[config.mk]
export PLATFORM = sky130hd
export DESIGN_NAME = imu_link_supervisor
export DESIGN_NICKNAME = d
export VERILOG_FILES = /design/src/rtl/imu_link_supervisor.sv
export SDC_FILE = /design/constraint.sdc
export NUM_CORES = 1
export LEC_CHECK = 0
export ABC_AREA = 1
export CAP_MARGIN = 25
export CORE_AREA = 2 2 149 115
export DETAILED_ROUTE_END_ITERATION = 10
export DIE_AREA = 0 0 151 117
export PLACE_DENSITY = 0.76
export SYNTH_ARGS = -nofsm -noshare
export SYNTH_HDL_FRONTEND = slang
export SYNTH_SLANG_ARGS = --single-unit
[constraint.sdc]
create_clock -name clk -period 4.2 [get_ports clk]
set_input_delay 0.63 -clock clk [delete_from_list [all_inputs] [get_ports clk]]
set_output_delay 0.63 -clock clk [all_outputs]
set_load 0.03 [all_outputs]
[src/rtl/imu_link_supervisor.sv]
// Link supervisor between the SPI packet parser and motion processing: qualifies
// packets, tracks link health (DOWN/ACQ/LINKED/FAULT) and holds the newest frame.
module imu_link_supervisor #(
  parameter int TIMEOUT_CYC = 30000,
  parameter int ACQ_PKTS    = 3,
  parameter int MAX_ERR     = 4,
  parameter int HOLDOFF_CYC = 3000,
  parameter int CNT_W       = 8
) (
  input  logic               clk,
  input  logic               rst_n,
  input  logic               pkt_done,
  input  logic               hdr_ok,
  input  logic               euler_ok,
  input  logic               gyro_ok,
  input  logic signed [15:0] roll,
  input  logic signed [15:0] pitch,
  input  logic signed [15:0] yaw,
  input  logic signed [15:0] gx,
  input  logic signed [15:0] gy,
  input  logic signed [15:0] gz,
  output logic               frame_valid,
  input  logic               frame_ready,
  output logic signed [15:0] f_roll,
  output logic signed [15:0] f_pitch,
  output logic signed [15:0] f_yaw,
  output logic signed [15:0] f_gx,
  output logic signed [15:0] f_gy,
  output logic signed [15:0] f_gz,
  output logic               f_gyro_ok,
  output logic [1:0]         link_state,
  output logic               link_up,
  output logic               timeout_pulse,
  output logic [CNT_W-1:0]   err_cnt,
  output logic [CNT_W-1:0]   overrun_cnt
);

  typedef enum logic [1:0] {
    DOWN   = 2'd0,
    ACQ    = 2'd1,
    LINKED = 2'd2,
    FAULT  = 2'd3
  } state_t;

  localparam int TMR_W  = $clog2(TIMEOUT_CYC + 1);
  localparam int HOLD_W = $clog2(HOLDOFF_CYC + 1);
  localparam int ACQ_W  = $clog2(ACQ_PKTS + 1);
  localparam int ERR_W  = $clog2(MAX_ERR + 1);

  // Reset asserts immediately but releases two clock edges after rst_n rises.
  logic [1:0] rst_pipe_reg;
  logic       rst_sync_n;

  always_ff @(posedge clk or negedge rst_n) begin
    if (!rst_n) rst_pipe_reg <= 2'b00;
    else        rst_pipe_reg <= {rst_pipe_reg[0], 1'b1};
  end

  assign rst_sync_n = rst_pipe_reg[1];

  state_t              state_reg;
  logic [TMR_W-1:0]    timer_reg;
  logic [HOLD_W-1:0]   hold_reg;
  logic [ACQ_W-1:0]    acq_cnt_reg;
  logic [ERR_W-1:0]    err_run_reg;

  logic good, bad, timer_expired, capture;

  assign good          = pkt_done & hdr_ok;
  assign bad           = pkt_done & ~hdr_ok;
  // A packet in the expiry cycle wins over the timeout.
  assign timer_expired = ~pkt_done && (timer_reg == TMR_W'(TIMEOUT_CYC - 1));
  assign capture       = good & euler_ok & (state_reg == LINKED);
  assign link_state    = state_reg;

  always_ff @(posedge clk or negedge rst_sync_n) begin
    if (!rst_sync_n) begin
      state_reg     <= DOWN;
      link_up       <= 1'b0;
      timeout_pulse <= 1'b0;
      timer_reg     <= '0;
      hold_reg      <= '0;
      acq_cnt_reg   <= '0;
      err_run_reg   <= '0;
    end else begin
      timeout_pulse <= 1'b0;
      case (state_reg)
        DOWN: begin
          timer_reg <= '0;
          if (good) begin
            if (ACQ_PKTS <= 1) begin
              state_reg   <= LINKED;
              link_up     <= 1'b1;
              err_run_reg <= '0;
            end else begin
              state_reg   <= ACQ;
              acq_cnt_reg <= ACQ_W'(1);
            end
          end
        end
        ACQ: begin
          if (good) begin
            timer_reg <= '0;
            if (acq_cnt_reg == ACQ_W'(ACQ_PKTS - 1)) begin
              state_reg   <= LINKED;
              link_up     <= 1'b1;
              err_run_reg <= '0;
              acq_cnt_reg <= '0;
            end else begin
              acq_cnt_reg <= acq_cnt_reg + 1'b1;
            end
          end else if (bad || timer_expired) begin
            state_reg     <= DOWN;
            timeout_pulse <= timer_expired;
            timer_reg     <= '0;
            acq_cnt_reg   <= '0;
          end else begin
            timer_reg <= timer_reg + 1'b1;
          end
        end
        LINKED: begin
          if (good) begin
            timer_reg   <= '0;
            err_run_reg <= '0;
          end else if (bad) begin
            timer_reg <= '0;
            if (err_run_reg == ERR_W'(MAX_ERR - 1)) begin
              state_reg   <= FAULT;
              link_up     <= 1'b0;
              hold_reg    <= '0;
              err_run_reg <= '0;
            end else begin
              err_run_reg <= err_run_reg + 1'b1;
            end
          end else if (timer_expired) begin
            state_reg     <= DOWN;
            link_up       <= 1'b0;
            timeout_pulse <= 1'b1;
            timer_reg     <= '0;
          end else begin
            timer_reg <= timer_reg + 1'b1;
          end
        end
        FAULT: begin
          timer_reg <= '0;
          if (hold_reg == HOLD_W'(HOLDOFF_CYC - 1)) begin
            state_reg <= DOWN;
            hold_reg  <= '0;
          end else begin
            hold_reg <= hold_reg + 1'b1;
          end
        end
        default: state_reg <= DOWN;
      endcase
    end
  end

  // Newest frame wins; a capture coinciding with a handshake is not an overrun.
  always_ff @(posedge clk or negedge rst_sync_n) begin
    if (!rst_sync_n) begin
      frame_valid <= 1'b0;
      f_roll      <= '0;
      f_pitch     <= '0;
      f_yaw       <= '0;
      f_gx        <= '0;
      f_gy        <= '0;
      f_gz        <= '0;
      f_gyro_ok   <= 1'b0;
      overrun_cnt <= '0;
    end else begin
      if (capture) begin
        frame_valid <= 1'b1;
        f_roll      <= roll;
        f_pitch     <= pitch;
        f_yaw       <= yaw;
        f_gx        <= gx;
        f_gy        <= gy;
        f_gz        <= gz;
        f_gyro_ok   <= gyro_ok;
        if (frame_valid && !frame_ready && (overrun_cnt != {CNT_W{1'b1}}))
          overrun_cnt <= overrun_cnt + 1'b1;
      end else if (frame_valid && frame_ready) begin
        frame_valid <= 1'b0;
      end
    end
  end

  always_ff @(posedge clk or negedge rst_sync_n) begin
    if (!rst_sync_n)
      err_cnt <= '0;
    else if (bad && (err_cnt != {CNT_W{1'b1}}))
      err_cnt <= err_cnt + 1'b1;
  end

endmodule

# After elaboration in Yosys (flattened, before gate mapping)
# Index checks and enable logic that the tools add are counted.
word_totals:
  wordCells: 115
  input_bits: 103
  reg_bits: 152
  out_inout_bits: 118
op_classes:
  eq_ne: 21
  addsub: 6
  bitwise_logic: 6
  muxes: 45
  reduce_logical: 19
op_table:
  columns: ["cell", "n"]
  rows:
  - ["15-bit two-way mux", 5]
  - ["12-bit two-way mux", 4]
  - ["15-bit case mux with 3 select lines", 1]
  - ["12-bit case mux with 2 select lines", 1]
  - ["2-bit two-way mux", 11]
  - ["8-bit by 1-bit adder with 8-bit output (second input constant)", 2]
  - ["8-bit != test (second input constant)", 2]
  - ["15-bit by 1-bit adder with 15-bit output (second input constant)", 1]
  - ["15-bit equality test (second input constant)", 1]
  - ["3-bit two-way mux", 5]
  - ["1-bit two-way mux", 13]
  - ["12-bit by 1-bit adder with 12-bit output (second input constant)", 1]
  - ["12-bit equality test (second input constant)", 1]
  - ["2-bit != test (second input constant)", 6]
  - ["3-bit != test (second input constant)", 4]
  - ["2-bit case mux with 4 select lines", 1]
  - ["4-bit AND reduction", 2]
  - ["2-bit nonzero test", 4]
  - ["7-bit AND reduction", 1]
  - ["2-bit equality test (second input constant)", 3]
  - ["3-bit case mux with 2 select lines", 1]
  - ["6-bit AND reduction", 1]
  - ["1-bit logical AND", 5]
  - ["1-bit bitwise AND", 4]
  - ["other kinds (15)", 17]

# Depth between registers and ports, before layout
logic_depth:
  depth_word: 6
  ltp_mapped: 11
  mapped_depth_nobuf: 11

# Worst setup path after synthesis
# Ideal clock, no wire load.
synth_timing:
  kind: "register -> register"
  from: "reg state_reg[0] (netlist: link_state[0])"
  to: "reg hold_reg[7]"
  synth_period_minus_slack_ps: 1794
  slack_ps: 2406
  setup_time_ps: 117
  path_buffers: 0
  stages_incl_launch_ff: 11
  required_time_ps: 4083
  t_arrival_ps: 1677
  path_cell_list: "dfrtp_1 inv_1 ha_1 inv_1 nand2_1 o21ai_1 nand2_1 nor2_4 nand2_1 nor2_1 nor2_1"
synth_between:
  elab_chain_len: 3
  elab_cells_between_ends: 8
  classes_between: "eq/ne (5); mux (1); reduce/logical (2)"
synth_lines:
  columns: ["item", "line", "text"]
  rows:
  - ["from (decl)", "61", "state_t state_reg;"]
  - ["from (signal assigned)", "78", "state_reg <= DOWN;"]
  - ["from (signal assigned)", "92", "state_reg <= LINKED;"]
  - ["from (signal assigned)", "96", "state_reg <= ACQ;"]
  - ["2-bit equality test", "87", "case (state_reg)"]
  - ["2-bit by 1-bit != test with 1-bit output (no line) (tied with other cells)", null, null]
  - ["4-bit AND reduction (no line)", null, null]
  - ["to (signal assigned)", "150", "hold_reg <= hold_reg + 1'b1;"]
  - ["to (decl)", "63", "logic [HOLD_W-1:0] hold_reg;"]
# Parallel ways exist; a longest one is shown, timed or not.
# A chain may end at the register's enable or synchronous reset.

# Final worst setup path
layout_timing:
  from: "in pkt_done"
  to: "reg f_gz[3]"
layout_between:
  elab_chain_len: 3
layout_lines:
  columns: ["item", "line", "text"]
  rows:
  - ["from (decl)", "12", "input logic pkt_done,"]
  - ["1-bit bitwise AND", "69", "assign good = pkt_done & hdr_ok;"]
  - ["1-bit bitwise AND (2 in a row)", "73", "assign capture = good & euler_ok & (state_reg == LINKED);"]
  - ["to (signal assigned)", "178", "f_gz <= gz;"]
  - ["to (decl)", "29", "output logic signed [15:0] f_gz,"]
# No other way between the ends.

==> metrics.md <==
| Metric | Value |
|---|---|
| Run status | `finished clean` |
| CTS root buf | `clkbuf_16` |
| Starting density of the core | `about two fifths` |
| GRT Residual Overflow | `0` |
| Vias in the first global route | `between 4000 and 5000` |
| Initial DRC count | `about 300` |
| Largest net degree at the start of global routing | `a little over 80` |
| Pre-CTS setup slack | `1.310 ns` |
| Die ar. | `roughly 18000 µm²` |
| Worst setup SP type | `input pin` |
| Final Critical Period | `2.409 ns` |
| Die height | `117 µm` |
| TritonCTS clock tree | `built` |
| R2R depth | `5` |
| 1st-pass router iterations | `4` |
| FF-to-FF End | `f_gy[9]$_DFFE_PN0P_` |
| PostCTS Resize Cnt | `0` |
| GRT Util Overall | `a little under a fifth` |
| Crit path from | `pkt_done` |
| Num Clock Sinks | `between 150 and 200` |
| Max Cap Viol | `0` |
| Final wirelength | `approximately 16 mm` |
| Seq/Total Area, Yosys | `between 50% and 60%` |
| Initial antenna violation count | `0` |
| Core region area | `about 16000 µm²` |
| Crit Path Max Fanout | `34` |
| Drt drc | `0` |
| Input/output buffers | `between 200 and 250` |
| Average cell area after synthesis | `11.15 µm²` |
| Yosys warning total | `0` |
| Via count | `4959` |
| Synth cell types | `30` |
| Worst IR Drop VDD | `about 0.27 mV` |
| Post-synth top flop | `dfrtp_1` |
| Arr. time, crit path | `about 2.7 ns` |
| Final #Nets | `between 900 and 1000` |
| Hold buffers post-CTS | `0` |
| Setup crit end | `f_gz[3]$_DFFE_PN0P_` |
| Cell area after synthesis | `approximately 6700 µm²` |
| Placed Area | `roughly 9100 µm²` |
| RR Startpoint | `link_state[0]$_DFFE_PN0P_` |
| Worst slew margin | `roughly 40%` |
| Post-DRT Antenna Nets | `0` |
| Worst Skew | `~0.0044 ns` |
| Io pins | `~220` |
| Syn_nets | `slightly above 700` |
| EDFF count, synth | `0` |
| Cells after DPL | `1023` |
| Worst reg2reg setup slack | `~1.8 ns` |
| Worst endpoint required time | `roughly 4.5 ns` |
| Leakage | `~4.6 nW` |
| GPL Wtd Cong | `0.8141` |
| Final Core Density | `between 50% and 60%` |
| Postcts setup bufs | `0` |
| Fin crit share | `between 50% and 60%` |
| RSZ-0062 raised after global routing | `no` |
| Cells after Synth | `slightly below 600` |
| Synth-to-Final Area Change | `44.83%` |
| Seq cells post-synth | `roughly 150` |
| CP Capture Type | `register` |
| Clock Tree Buf Depth | `2` |
| Antenna cells | `0` |
| Cts bufs inserted | `17` |
| Fmax | `between 0.4 and 0.5 GHz` |
| WS Path Type | `input pin to register` |
| Post-route cell area | `about 9600 µm²` |
| Worst skew pair latency | `~0.43 ns` |
| Routed len/inst | `~15 µm` |
| Reg clk slew, reported paths | `~0.070 ns` |
| Fin cells | `approximately 1100` |
| Slack of the critical path | `between 1.5 and 2 ns` |
| DP Wirelength | `between 10 and 15 mm` |
| Post-synth ARST share | `100.0%` |
| Layout cell share with drive strength beyond 1 | `16.43%` |
| Worst-Margin Slew | `between 0.8 and 0.9 ns` |
| H-tree depth | `4` |
| Final Hold Violating Endpoints | `0` |
| Hold Path Class | `register to register` |
| Slew Limit Fails | `0` |
| Final TNS setup | `0 ns` |
| Vias/cell | `around 4.7` |
| First-pass GRT wire length | `between 20 and 25 mm` |
| Row count | `41` |
| Endpoints failing setup | `0` |
| Die width | `roughly 150 µm` |
| Pwr dens | `481.2 nW/µm²` |
==> metal layers <==
layer / track usage [%] / vias to the layer above / share of wire (%)
li1: - / 2418 / -
met1: 23.42 / 2387 / 43
met5: 0 / - / 0
met2: 28.97 / 135 / 48
met3: 7.016 / 19 / 7.2
met4: 5.794 / 0 / 1.6
==> worst min-delay path by stage <==
stage / startpoint / endpoint / slack (ns) / depth (start not counted)
floorplan: rst_n / rst_pipe_reg[0]$_DFF_PN0_ / 0.33 / 0
global placement: rst_pipe_reg[0]$_DFF_PN0_ / rst_pipe_reg[1]$_DFF_PN0_ / 0.34 / 0
detailed placement: rst_pipe_reg[0]$_DFF_PN0_ / rst_pipe_reg[1]$_DFF_PN0_ / 0.34 / 0
CTS: rst_n / rst_pipe_reg[1]$_DFF_PN0_ / 0.35 / 1
global route: rst_n / rst_pipe_reg[1]$_DFF_PN0_ / 0.35 / 1
finish: rst_pipe_reg[0]$_DFF_PN0_ / rst_pipe_reg[1]$_DFF_PN0_ / 0.35 / 0
==> cell usage after synthesis, types with 9 or more instances <==
cell | number | area share, %
nor2_1 | 63 | 3.6
o21ai_0 | 9 | 0.68
dfrtp_1 | 152 | 57
nand3_1 | 29 | 2.2
nor3_1 | 10 | 0.75
xor2_1 | 17 | 2.2
inv_1 | 50 | 2.8
nand4_1 | 10 | 0.94
nand2_1 | 109 | 6.1
mux2_4 | 19 | 4.3
mux2_2 | 78 | 13
ha_1 | 9 | 1.7
==> layout make-up <==
type / instances / area, µm²
clock buffers: 18 / 429.2
flip-flops and latches: 152 / 3807
multi-input cells: 382 / 2580
fillers: 1379 / 6673
inverters: 51 / 191.4
clock inverters: 14 / 126.4
well taps: 215 / 269.0
repair buffers: 223 / 2237
==> power breakdown <==
| group | internal, mW | switching (mW) | total (mW) |
|---|---|---|---|
| clock network | 0.780 | 0.670 | 1.45 |
| registers | 1.68 | 0.173 | 1.85 |
| logic | 0.609 | 0.728 | 1.34 |
==> worst max-delay path, stage by stage <==
cell	delay, ns
clkdlybuf4s50_1	0.50
nand2_1	0.11
inv_2	0.15
nand3_4	0.48
buf_4	0.49
mux2_4	0.34
==> placed cells by master (no fill, tap or decap) <==
cell type,Yosys,routed
conb_1,1,1
nand2_2,1,1
inv_8,0,3
o31ai_1,1,1
clkdlybuf4s50_1,0,220
o22ai_1,1,1
o21a_1,1,1
nor2_1,63,63
xnor2_1,6,6
a21oi_1,8,8
clkbuf_16,0,17
inv_2,1,1
nand2_1,109,109
nor4_1,1,1
o21ai_2,1,1
mux2_4,19,19
nor2_4,1,1
inv_1,50,50
o21ai_1,2,2
clkbuf_1,0,1
o21ai_0,9,9
nor2_2,1,1
dfrtp_1,152,151
clkinv_4,0,2
nand4_1,10,10
xor2_1,17,17
buf_12,0,1
nand3_1,29,29
ha_1,9,9
inv_6,0,6
mux2_2,78,78
clkinvlp_4,0,3
nand3_4,1,1
buf_4,1,2
dfrtp_4,0,1
nor3_1,10,10
nand3b_1,3,3
==> per-stage QoR <==
| step | hold slack, ns | power (mW) |
|---|---|---|
| 2_1_floorplan | 0.3311 | 2.628 |
| 3_3_place_gp | 0.3359 | 3.187 |
| 3_5_place_dp | 0.3371 | 3.216 |
| 4_1_cts | 0.3481 | 4.682 |
| 5_1_grt | 0.3538 | 4.866 |
| 6_report | 0.3491 | 4.639 |
==> cells by family after synthesis <==
group / synth area share (%)
xor+xnor: 3.026
fa+ha+maj: 1.692
compound gates: 1.880
mux: 17.48
flops: 57.14
simple gates: 14.62
other cells: 0.05634
buf+inv: 4.098
Note: power is estimated with default switching activity, not from simulation.
